$ cat src/rtl/muldiv_unit_if.sv
// Issue/write-back bundle between the core pipeline and the multiply/divide unit.
// Carries the request (funct3, operands, destination) and the regfile write port.
// master = core side, slave = muldiv_unit side.
interface muldiv_unit_if #(
  parameter int XLEN = 32
);
  logic            start;
  logic [2:0]      funct3;
  logic [XLEN-1:0] rs1_data;
  logic [XLEN-1:0] rs2_data;
  logic [4:0]      rd_addr;
  logic            busy;
  logic            wb_wren;
  logic [4:0]      wb_addr;
  logic [XLEN-1:0] wb_data;

  modport master (
    output start, funct3, rs1_data, rs2_data, rd_addr,
    input  busy, wb_wren, wb_addr, wb_data
  );

  modport slave (
    input  start, funct3, rs1_data, rs2_data, rd_addr,
    output busy, wb_wren, wb_addr, wb_data
  );
endinterface

$ cat src/rtl/muldiv_unit.sv
// Iterative RV32M multiply/divide unit: shift-add multiply, restoring divide, one step per clock.
// Latency: 34 edges from accept to regfile commit (3 for divide-by-zero/overflow, early-out multiply shorter).
// Backpressure: busy is high outside IDLE; start is ignored until the unit returns to IDLE.
// Optional build macro: MULDIV_EARLY_OUT_EN (multiply leaves CALC once the multiplier is exhausted).
module muldiv_unit #(
  parameter int XLEN = 32
) (
  input  logic         clk,
  input  logic         rst_n,
  muldiv_unit_if.slave bus
);

  localparam int CW = $clog2(XLEN);

  localparam logic [1:0] IDLE = 2'd0;
  localparam logic [1:0] CALC = 2'd1;
  localparam logic [1:0] FIX  = 2'd2;
  localparam logic [1:0] WB   = 2'd3;

  localparam logic [XLEN-1:0] MIN_NEG = {1'b1, {(XLEN-1){1'b0}}};

  logic [1:0]        state;
  logic [2:0]        op;
  logic [4:0]        rd_q;
  logic              neg_q;
  logic              skip_q;
  logic [XLEN-1:0]   spec_q;
  logic [CW-1:0]     cnt;

  // multiply datapath
  logic [2*XLEN-1:0] acc;
  logic [2*XLEN-1:0] mcand;
  logic [XLEN-1:0]   mplier;

  // divide datapath: quo shifts the dividend out as quotient bits shift in
  logic [XLEN-1:0]   rem;
  logic [XLEN-1:0]   quo;
  logic [XLEN-1:0]   divisor;

  logic              wren_q;
  logic [4:0]        waddr_q;
  logic [XLEN-1:0]   wdata_q;

  // request decode
  logic              rs1_signed, rs2_signed, neg1, neg2, res_neg;
  logic [XLEN-1:0]   mag1, mag2;
  logic              div_zero, div_ovf;
  logic [XLEN-1:0]   spec_val;

  // iteration and final-value signals
  logic [XLEN:0]     shifted;
  logic              fits;
  logic [XLEN-1:0]   sub;
  logic [2*XLEN-1:0] prod;
  logic [XLEN-1:0]   qv, rv, result;

  assign bus.busy    = (state != IDLE);
  assign bus.wb_wren = wren_q;
  assign bus.wb_addr = waddr_q;
  assign bus.wb_data = wdata_q;

  // Decode signedness, operand magnitudes and the divide special cases from the live request.
  always_comb begin
    rs1_signed = (bus.funct3 == 3'b001) || (bus.funct3 == 3'b010) ||
                 (bus.funct3 == 3'b100) || (bus.funct3 == 3'b110);
    rs2_signed = (bus.funct3 == 3'b001) || (bus.funct3 == 3'b100) ||
                 (bus.funct3 == 3'b110);
    neg1       = rs1_signed && bus.rs1_data[XLEN-1];
    neg2       = rs2_signed && bus.rs2_data[XLEN-1];
    mag1       = neg1 ? -bus.rs1_data : bus.rs1_data;
    mag2       = neg2 ? -bus.rs2_data : bus.rs2_data;
    // remainder follows the dividend; everything else follows the product of signs
    res_neg    = (bus.funct3[2] && bus.funct3[1]) ? neg1 : (neg1 ^ neg2);
    div_zero   = bus.funct3[2] && (bus.rs2_data == '0);
    div_ovf    = ((bus.funct3 == 3'b100) || (bus.funct3 == 3'b110)) &&
                 (bus.rs1_data == MIN_NEG) && (bus.rs2_data == '1);
    spec_val   = '0;
    if (div_zero) begin
      spec_val = bus.funct3[1] ? bus.rs1_data : '1;
    end else if (div_ovf) begin
      spec_val = bus.funct3[1] ? '0 : MIN_NEG;
    end
  end

  // One restoring-divide step and the sign-corrected final result selection.
  always_comb begin
    shifted = {rem, quo[XLEN-1]};
    fits    = (shifted >= {1'b0, divisor});
    // the true difference is below the divisor, so XLEN bits are enough
    sub     = shifted[XLEN-1:0] - divisor;
    prod    = neg_q ? -acc : acc;
    qv      = neg_q ? -quo : quo;
    rv      = neg_q ? -rem : rem;
    case (op)
      3'b000:                 result = prod[XLEN-1:0];
      3'b001, 3'b010, 3'b011: result = prod[2*XLEN-1:XLEN];
      3'b100, 3'b101:         result = qv;
      default:                result = rv;
    endcase
    if (skip_q) begin
      result = spec_q;
    end
  end

  // Control FSM and datapath registers.
  always_ff @(posedge clk or negedge rst_n) begin
    if (!rst_n) begin
      state   <= IDLE;
      op      <= '0;
      rd_q    <= '0;
      neg_q   <= 1'b0;
      skip_q  <= 1'b0;
      spec_q  <= '0;
      cnt     <= '0;
      acc     <= '0;
      mcand   <= '0;
      mplier  <= '0;
      rem     <= '0;
      quo     <= '0;
      divisor <= '0;
      wren_q  <= 1'b0;
      waddr_q <= '0;
      wdata_q <= '0;
    end else begin
      case (state)
        IDLE: begin
          if (bus.start) begin
            op      <= bus.funct3;
            rd_q    <= bus.rd_addr;
            neg_q   <= res_neg;
            skip_q  <= div_zero || div_ovf;
            spec_q  <= spec_val;
            cnt     <= '0;
            acc     <= '0;
            mcand   <= {{XLEN{1'b0}}, mag1};
            mplier  <= mag2;
            rem     <= '0;
            quo     <= mag1;
            divisor <= mag2;
            state   <= CALC;
          end
        end
        CALC: begin
          // special divide cases leave at the first CALC edge without iterating
          if (skip_q) begin
            state <= FIX;
`ifdef MULDIV_EARLY_OUT_EN
          end else if (!op[2] && (mplier == '0)) begin
            state <= FIX;
`endif
          end else begin
            if (op[2]) begin
              rem <= fits ? sub : shifted[XLEN-1:0];
              quo <= {quo[XLEN-2:0], fits};
            end else begin
              if (mplier[0]) begin
                acc <= acc + mcand;
              end
              mcand  <= mcand << 1;
              mplier <= mplier >> 1;
            end
            cnt <= cnt + CW'(1);
            if (cnt == CW'(XLEN - 1)) begin
              state <= FIX;
            end
          end
        end
        FIX: begin
          wdata_q <= result;
          waddr_q <= rd_q;
          wren_q  <= (rd_q != 5'd0);
          state   <= WB;
        end
        default: begin
          wren_q <= 1'b0;
          state  <= IDLE;
        end
      endcase
    end
  end

endmodule

$ cat src/flat_wrapper.sv
// flat-port wrapper written by rule: the top's interface ports become plain ports
module muldiv_unit_flat 
#(
  parameter int XLEN = 32
)
  (clk, rst_n, bus_start, bus_funct3, bus_rs1_data, bus_rs2_data, bus_rd_addr, bus_busy, bus_wb_wren, bus_wb_addr, bus_wb_data);
  muldiv_unit_if #(.XLEN(XLEN)) bus_i ();
  input  logic clk;
  input  logic rst_n;
  input wire logic [$bits(bus_i.start)-1:0] bus_start;
  input wire logic [$bits(bus_i.funct3)-1:0] bus_funct3;
  input wire logic [$bits(bus_i.rs1_data)-1:0] bus_rs1_data;
  input wire logic [$bits(bus_i.rs2_data)-1:0] bus_rs2_data;
  input wire logic [$bits(bus_i.rd_addr)-1:0] bus_rd_addr;
  output wire logic [$bits(bus_i.busy)-1:0] bus_busy;
  output wire logic [$bits(bus_i.wb_wren)-1:0] bus_wb_wren;
  output wire logic [$bits(bus_i.wb_addr)-1:0] bus_wb_addr;
  output wire logic [$bits(bus_i.wb_data)-1:0] bus_wb_data;
  assign bus_i.start = bus_start;
  assign bus_i.funct3 = bus_funct3;
  assign bus_i.rs1_data = bus_rs1_data;
  assign bus_i.rs2_data = bus_rs2_data;
  assign bus_i.rd_addr = bus_rd_addr;
  assign bus_busy = bus_i.busy;
  assign bus_wb_wren = bus_i.wb_wren;
  assign bus_wb_addr = bus_i.wb_addr;
  assign bus_wb_data = bus_i.wb_data;
  muldiv_unit #(.XLEN(XLEN)) u_core (.clk(clk), .rst_n(rst_n), .bus(bus_i));
endmodule
$ cat config.mk
export PLATFORM = sky130hd
export DESIGN_NAME = muldiv_unit_flat
export DESIGN_NICKNAME = d
export VERILOG_FILES = /design/src/rtl/muldiv_unit_if.sv /design/src/rtl/muldiv_unit.sv /design/src/flat_wrapper.sv
export SDC_FILE = /design/constraint.sdc
export NUM_CORES = 1
export LEC_CHECK = 0
export CORE_ASPECT_RATIO = 1.1
export CORE_UTILIZATION = 35
export DETAILED_ROUTE_END_ITERATION = 8
export SLEW_MARGIN = 0
export SYNTH_ARGS = -nofsm -noshare
export SYNTH_HDL_FRONTEND = slang
export SYNTH_SLANG_ARGS = --single-unit
export TNS_END_PERCENT = 50
$ cat constraint.sdc
create_clock -name clk -period 4.5 [get_ports clk]
set_clock_uncertainty 0.05 [all_clocks]
set_input_delay 1.125 -clock clk [delete_from_list [all_inputs] [get_ports clk]]
set_output_delay 1.125 -clock clk [all_outputs]
set_load 0.05 [all_outputs]
==> insert_results.sql <==
INSERT INTO impl_metrics (metric_group, metric, value, unit) VALUES
('run_status', 'status', 'completed', ''),
('global_route', 'grt_antenna_before_repair', '1', ''),
('route', 'wl_per_cell', '20.5', 'um'),
('global_route', 'grt_most_used_layer', 'met2', ''),
('power_and_ir_drop', 'clock_power_share', '15.1', '%'),
('placed_design', 'hpwl', '60400', 'um'),
('placed_design', 'final_estimated_routing_congestion_in_global_placement', '0.956', ''),
('synthesis', 'syn_nets', '3107', ''),
('sta', 'worst-slew-pin-transition', '1.22', 'ns'),
('floorplanning', 'initial_core_util', '35.5', '%'),
('synthesis', 'syn-mean-instance-area', '8.26', 'sq um'),
('synthesis', 'synth-seq-cells', '343', ''),
('setup_path', 'endpoint_kind', 'flip-flop', ''),
('setup_path', 'critical_path_peak_fanout', '5', ''),
('route', 'routed_wl', '80400', 'um'),
('global_route', 'met3_usage', '4.04', '%'),
('clock_network', 'clock_edge_transition_at_the_registers_on_the_reported_setup_and_hold_paths', '0.06', 'ns'),
('power_and_ir_drop', 'vdd_drop_max', '0.000500', 'V'),
('global_route', 'grt_pass1_wl', '125000', 'um'),
('power_and_ir_drop', 'power-per-cell-area', '858', 'nW/um^2'),
('setup_path', 'worst-endpoint-required', '4.92', 'ns'),
('setup_path', 'critPathKind', 'flip-flop to flip-flop', ''),
('floorplanning', 'num_io_pins', '114', ''),
('route', 'num_vias', '22368', ''),
('synthesis', 'synth_area', '24100', 'sq um'),
('synthesis', 'synthArstFlopShare', '100', '%'),
('setup_path', 'cp-start-kind', 'flip-flop', ''),
('synthesis', 'yosys.cell_types.count', '89', ''),
('global_route', 'global_route.usage.met1', '33.5', '%'),
('sta', 'final_report_hold_violation_count', '0', ''),
('power_and_ir_drop', 'internal_power', '11.7', 'mW'),
('hold_path', 'hold_path_class', 'flip-flop to flip-flop', ''),
('synthesis', 'synth.yosys.seq_area_share', '35.6', '%'),
('sta', 'fin_setup_tns', '0', 'ns'),
('power_and_ir_drop', 'sw_frac_of_total', '51.0', '%'),
('global_route', 'number_of_global_route_vias_before_repair', '20972', ''),
('layout', 'diodes', '0', ''),
('route', 'dr.pass1.iters', '5', ''),
('clock_network', 'ctsRootBufferMaster', 'sky130_fd_sc_hd__clkbuf_16', ''),
('floorplanning', 'die_area', '70000', 'sq um'),
('synthesis', 'synthesis.instances', '2924', ''),
('floorplanning', 'die_width', '252', 'um'),
('global_route', 'gr-total-overflow', '0', ''),
('power_and_ir_drop', 'leak_pwr', '12.2', 'nW'),
('synthesis', 'postSynth.topFlopCell', 'sky130_fd_sc_hd__dfrtp_1', ''),
('floorplanning', 'std_cell_rows', '100', ''),
('layout', 'num-nets-final', '3159', ''),
('placed_design', 'pre_cts_slack', '0.308', 'ns'),
('floorplanning', 'die_h', '277', 'um'),
('floorplanning', 'core-area', '67900', 'sq um'),
('sta', 'worst_slew_slack_as_a_fraction_of_its_limit', '18.5', '%'),
('power_and_ir_drop', 'combinational_power_share', '62.5', '%'),
('sta', 'worst_hold_slack', '0.420', 'ns'),
('sta', 'post-route-period-util', '91.7', '%'),
('clock_network', 'tritoncts.num_buffers', '43', ''),
('route', 'drt_iter0_markers', '1995', ''),
('power_and_ir_drop', 'netSwitchingPower', '12.2', 'mW'),
('sta', 'fmax', '0.242', 'GHz'),
('clock_network', 'cts_post_setup_buffers_inserted', '0', ''),
('setup_path', 'worstPathArrival', '4.55', 'ns'),
('sta', 'setup_viol', '0', ''),
('route', 'ant_nets', '0', ''),
('clock_network', 'clock_latency', '0.59', 'ns'),
('route', 'routed_via_density', '5.70', ''),
('global_route', 'grt_max_degree', '115', ''),
('layout', 'fraction_of_layout_instances_using_a_drive_strength_above_1', '7.61', '%'),
('sta', 'drv_slew', '0', ''),
('clock_network', 'htree_levels', '2', ''),
('clock_network', 'cts_max_path_buffers', '3', ''),
('sta', 'layout_setup_ws', '0.372', 'ns'),
('run', 'maxCapViolations', '0', ''),
('global_route', 'globalRouteMet2Util', '33.6', '%'),
('synthesis', 'post_synth_edffs', '0', ''),
('clock_network', 'cts_tree', 'done', ''),
('global_route', 'grt_util_all_layers', '22.7', '%'),
('route', 'post-route-drc-count', '0', ''),
('sta', 'layout_min_cycle_time', '4.13', 'ns'),
('power_and_ir_drop', 'power.share.sequential', '22.3', '%'),
('sta', 'grt_setup_unrepaired', 'false', ''),
('synthesis', 'yosysWarningCount', '0', ''),
('clock_network', 'cts_num_sinks', '343', ''),
('layout', 'syn2layout_area_growth', '15.6', '%'),
('placed_design', 'place.port_buffers', '113', '');
state kept, by name (all words and copies together), names as in the netlist:
name	cells
u_core.acc	64
u_core.mcand	64
u_core.bus.wb_data	32
u_core.divisor	32
u_core.mplier	32
u_core.quo	32
u_core.rem	32
u_core.spec_q	32
u_core.bus.wb_addr	5
u_core.cnt	5
u_core.rd_q	5
u_core.op	3
u_core.state	2
u_core.bus.wb_wren	1
u_core.neg_q	1
u_core.skip_q	1
area by class of cell:
cell class / count / area, sq um
Timing Repair Buffer: 187 / 1820
Clock buffer: 50 / 1160
Multi-Input combinational cell: 2304 / 14500
Tap cell: 918 / 1150
Inverter: 97 / 364
Sequential cell: 343 / 8590
Clock inverter: 27 / 288
Fill cell: 6845 / 40000
critical path, cell delays in order, from the launching register on:
cell and delay (ns):
sky130_fd_sc_hd__dfrtp_1 0.44, sky130_fd_sc_hd__nor4_1 0.39, sky130_fd_sc_hd__nand4b_1 0.27, sky130_fd_sc_hd__or4_1 0.55, sky130_fd_sc_hd__or4_1 0.49, sky130_fd_sc_hd__o31ai_1 0.26
sky130_fd_sc_hd__xor2_1 0.21, sky130_fd_sc_hd__o22ai_1 0.13, sky130_fd_sc_hd__a2111oi_0 0.68, sky130_fd_sc_hd__buf_4 0.22, sky130_fd_sc_hd__a21oi_1 0.04, sky130_fd_sc_hd__mux2_2 0.29
cells in the final DEF (no fill, tap or decap), types with 15 or more instances in the layout:
master / instances
sky130_fd_sc_hd__nor2b_1: 15
sky130_fd_sc_hd__a211oi_1: 18
sky130_fd_sc_hd__nor4_1: 24
sky130_fd_sc_hd__nand4_1: 41
sky130_fd_sc_hd__buf_4: 64
sky130_fd_sc_hd__a22o_1: 39
sky130_fd_sc_hd__a22oi_1: 37
sky130_fd_sc_hd__nand2_1: 358
sky130_fd_sc_hd__inv_1: 96
sky130_fd_sc_hd__o22ai_1: 16
sky130_fd_sc_hd__ha_1: 104
sky130_fd_sc_hd__nor3_1: 31
sky130_fd_sc_hd__mux2_2: 24
sky130_fd_sc_hd__xor2_1: 114
sky130_fd_sc_hd__clkbuf_16: 43
sky130_fd_sc_hd__clkdlybuf4s50_1: 112
sky130_fd_sc_hd__a221oi_1: 17
sky130_fd_sc_hd__dfrtp_1: 341
sky130_fd_sc_hd__a21o_1: 76
sky130_fd_sc_hd__o41ai_1: 18
sky130_fd_sc_hd__o21bai_1: 16
sky130_fd_sc_hd__o211ai_1: 18
sky130_fd_sc_hd__o31ai_1: 48
sky130_fd_sc_hd__nand3_1: 28
sky130_fd_sc_hd__nand2b_1: 24
sky130_fd_sc_hd__or4_1: 22
sky130_fd_sc_hd__nor2_1: 186
sky130_fd_sc_hd__o21ai_0: 406
sky130_fd_sc_hd__xnor2_1: 146
sky130_fd_sc_hd__a21oi_1: 257
repair_timing:
action | CTS | global route
hold buffers | 0 | 0
resized for setup | 0 | 1
setup endpoints to repair | 0 | 2
through the flow:
step / utilization (%) / instances / power [mW] / instance area (sq um)
after floorplan: - / 2924 / 15.3 / 24100
after global placement: 38.9 / 3849 / 19.9 / 26500
after detailed placement: 38.9 / 3849 / 20.0 / 26500
after CTS: 41.1 / 3926 / 23.8 / 27900
final: 41.1 / 3926 / 23.9 / 27900
after global routing: 41.1 / 3926 / 25.6 / 27900
routing by layer:
layer	vias up	share of wire [%]
li1	10666	-
met1	10809	47
met2	786	42
met3	107	7.9
met4	0	2.8
met5	-	0
Yosys cell counts, types with 22 or more instances:
library cell	instances	area, sq um
sky130_fd_sc_hd__dfrtp_1	343	8580
sky130_fd_sc_hd__o21ai_0	406	2030
sky130_fd_sc_hd__nand2_1	361	1360
sky130_fd_sc_hd__a22oi_1	37	278
sky130_fd_sc_hd__inv_1	96	360
sky130_fd_sc_hd__ha_1	106	1330
sky130_fd_sc_hd__a21o_1	76	571
sky130_fd_sc_hd__nand3_1	28	140
sky130_fd_sc_hd__a21oi_1	258	1290
sky130_fd_sc_hd__mux2_2	24	270
sky130_fd_sc_hd__nand2b_1	24	150
sky130_fd_sc_hd__xor2_1	114	998
sky130_fd_sc_hd__o31ai_1	48	360
sky130_fd_sc_hd__xnor2_1	146	1280
sky130_fd_sc_hd__or4_1	22	165
sky130_fd_sc_hd__nor2_1	187	702
sky130_fd_sc_hd__nand4_1	41	257
sky130_fd_sc_hd__a22o_1	39	342
sky130_fd_sc_hd__nor3_1	33	165
sky130_fd_sc_hd__nor4_1	24	150
sky130_fd_sc_hd__clkbuf_1	161	604
final timing paths:
| kind | start | end | slack [ns] | cells past startpoint |
|---|---|---|---|---|
| worst max register to register | u_core.quo[8] | u_core.bus.wb_data[20] | 0.37 | 11 |
| worst min-delay path | u_core.spec_q[24] | u_core.spec_q[24] | 0.42 | 2 |
| worst max-delay path | u_core.quo[8] | u_core.bus.wb_data[20] | 0.37 | 11 |
| min in group asynchronous | rst_n | u_core.mplier[10] | 0.59 | 1 |
| max in group asynchronous | rst_n | u_core.acc[51] | 2.92 | 2 |
| worst min register to register | u_core.spec_q[24] | u_core.spec_q[24] | 0.42 | 2 |
power by group through the flow:
stage,clock [mW],combinational [mW],sequential (mW)
floorplan,0,9.96,5.39
global placement,0,14.6,5.36
detailed placement,0,14.7,5.37
CTS,3.70,14.7,5.33
global route,3.81,16.3,5.48
finish,3.63,15.0,5.34
cell families after synthesis:
kind of cell | share of synthesized area, %
xor+xnor | 9.43
fa+ha+maj | 5.66
buf+inv | 4.48
mux | 1.64
compound gates | 26.9
simple gates | 16.3
flops | 35.6
Note: power is estimated with default switching activity, not from simulation.
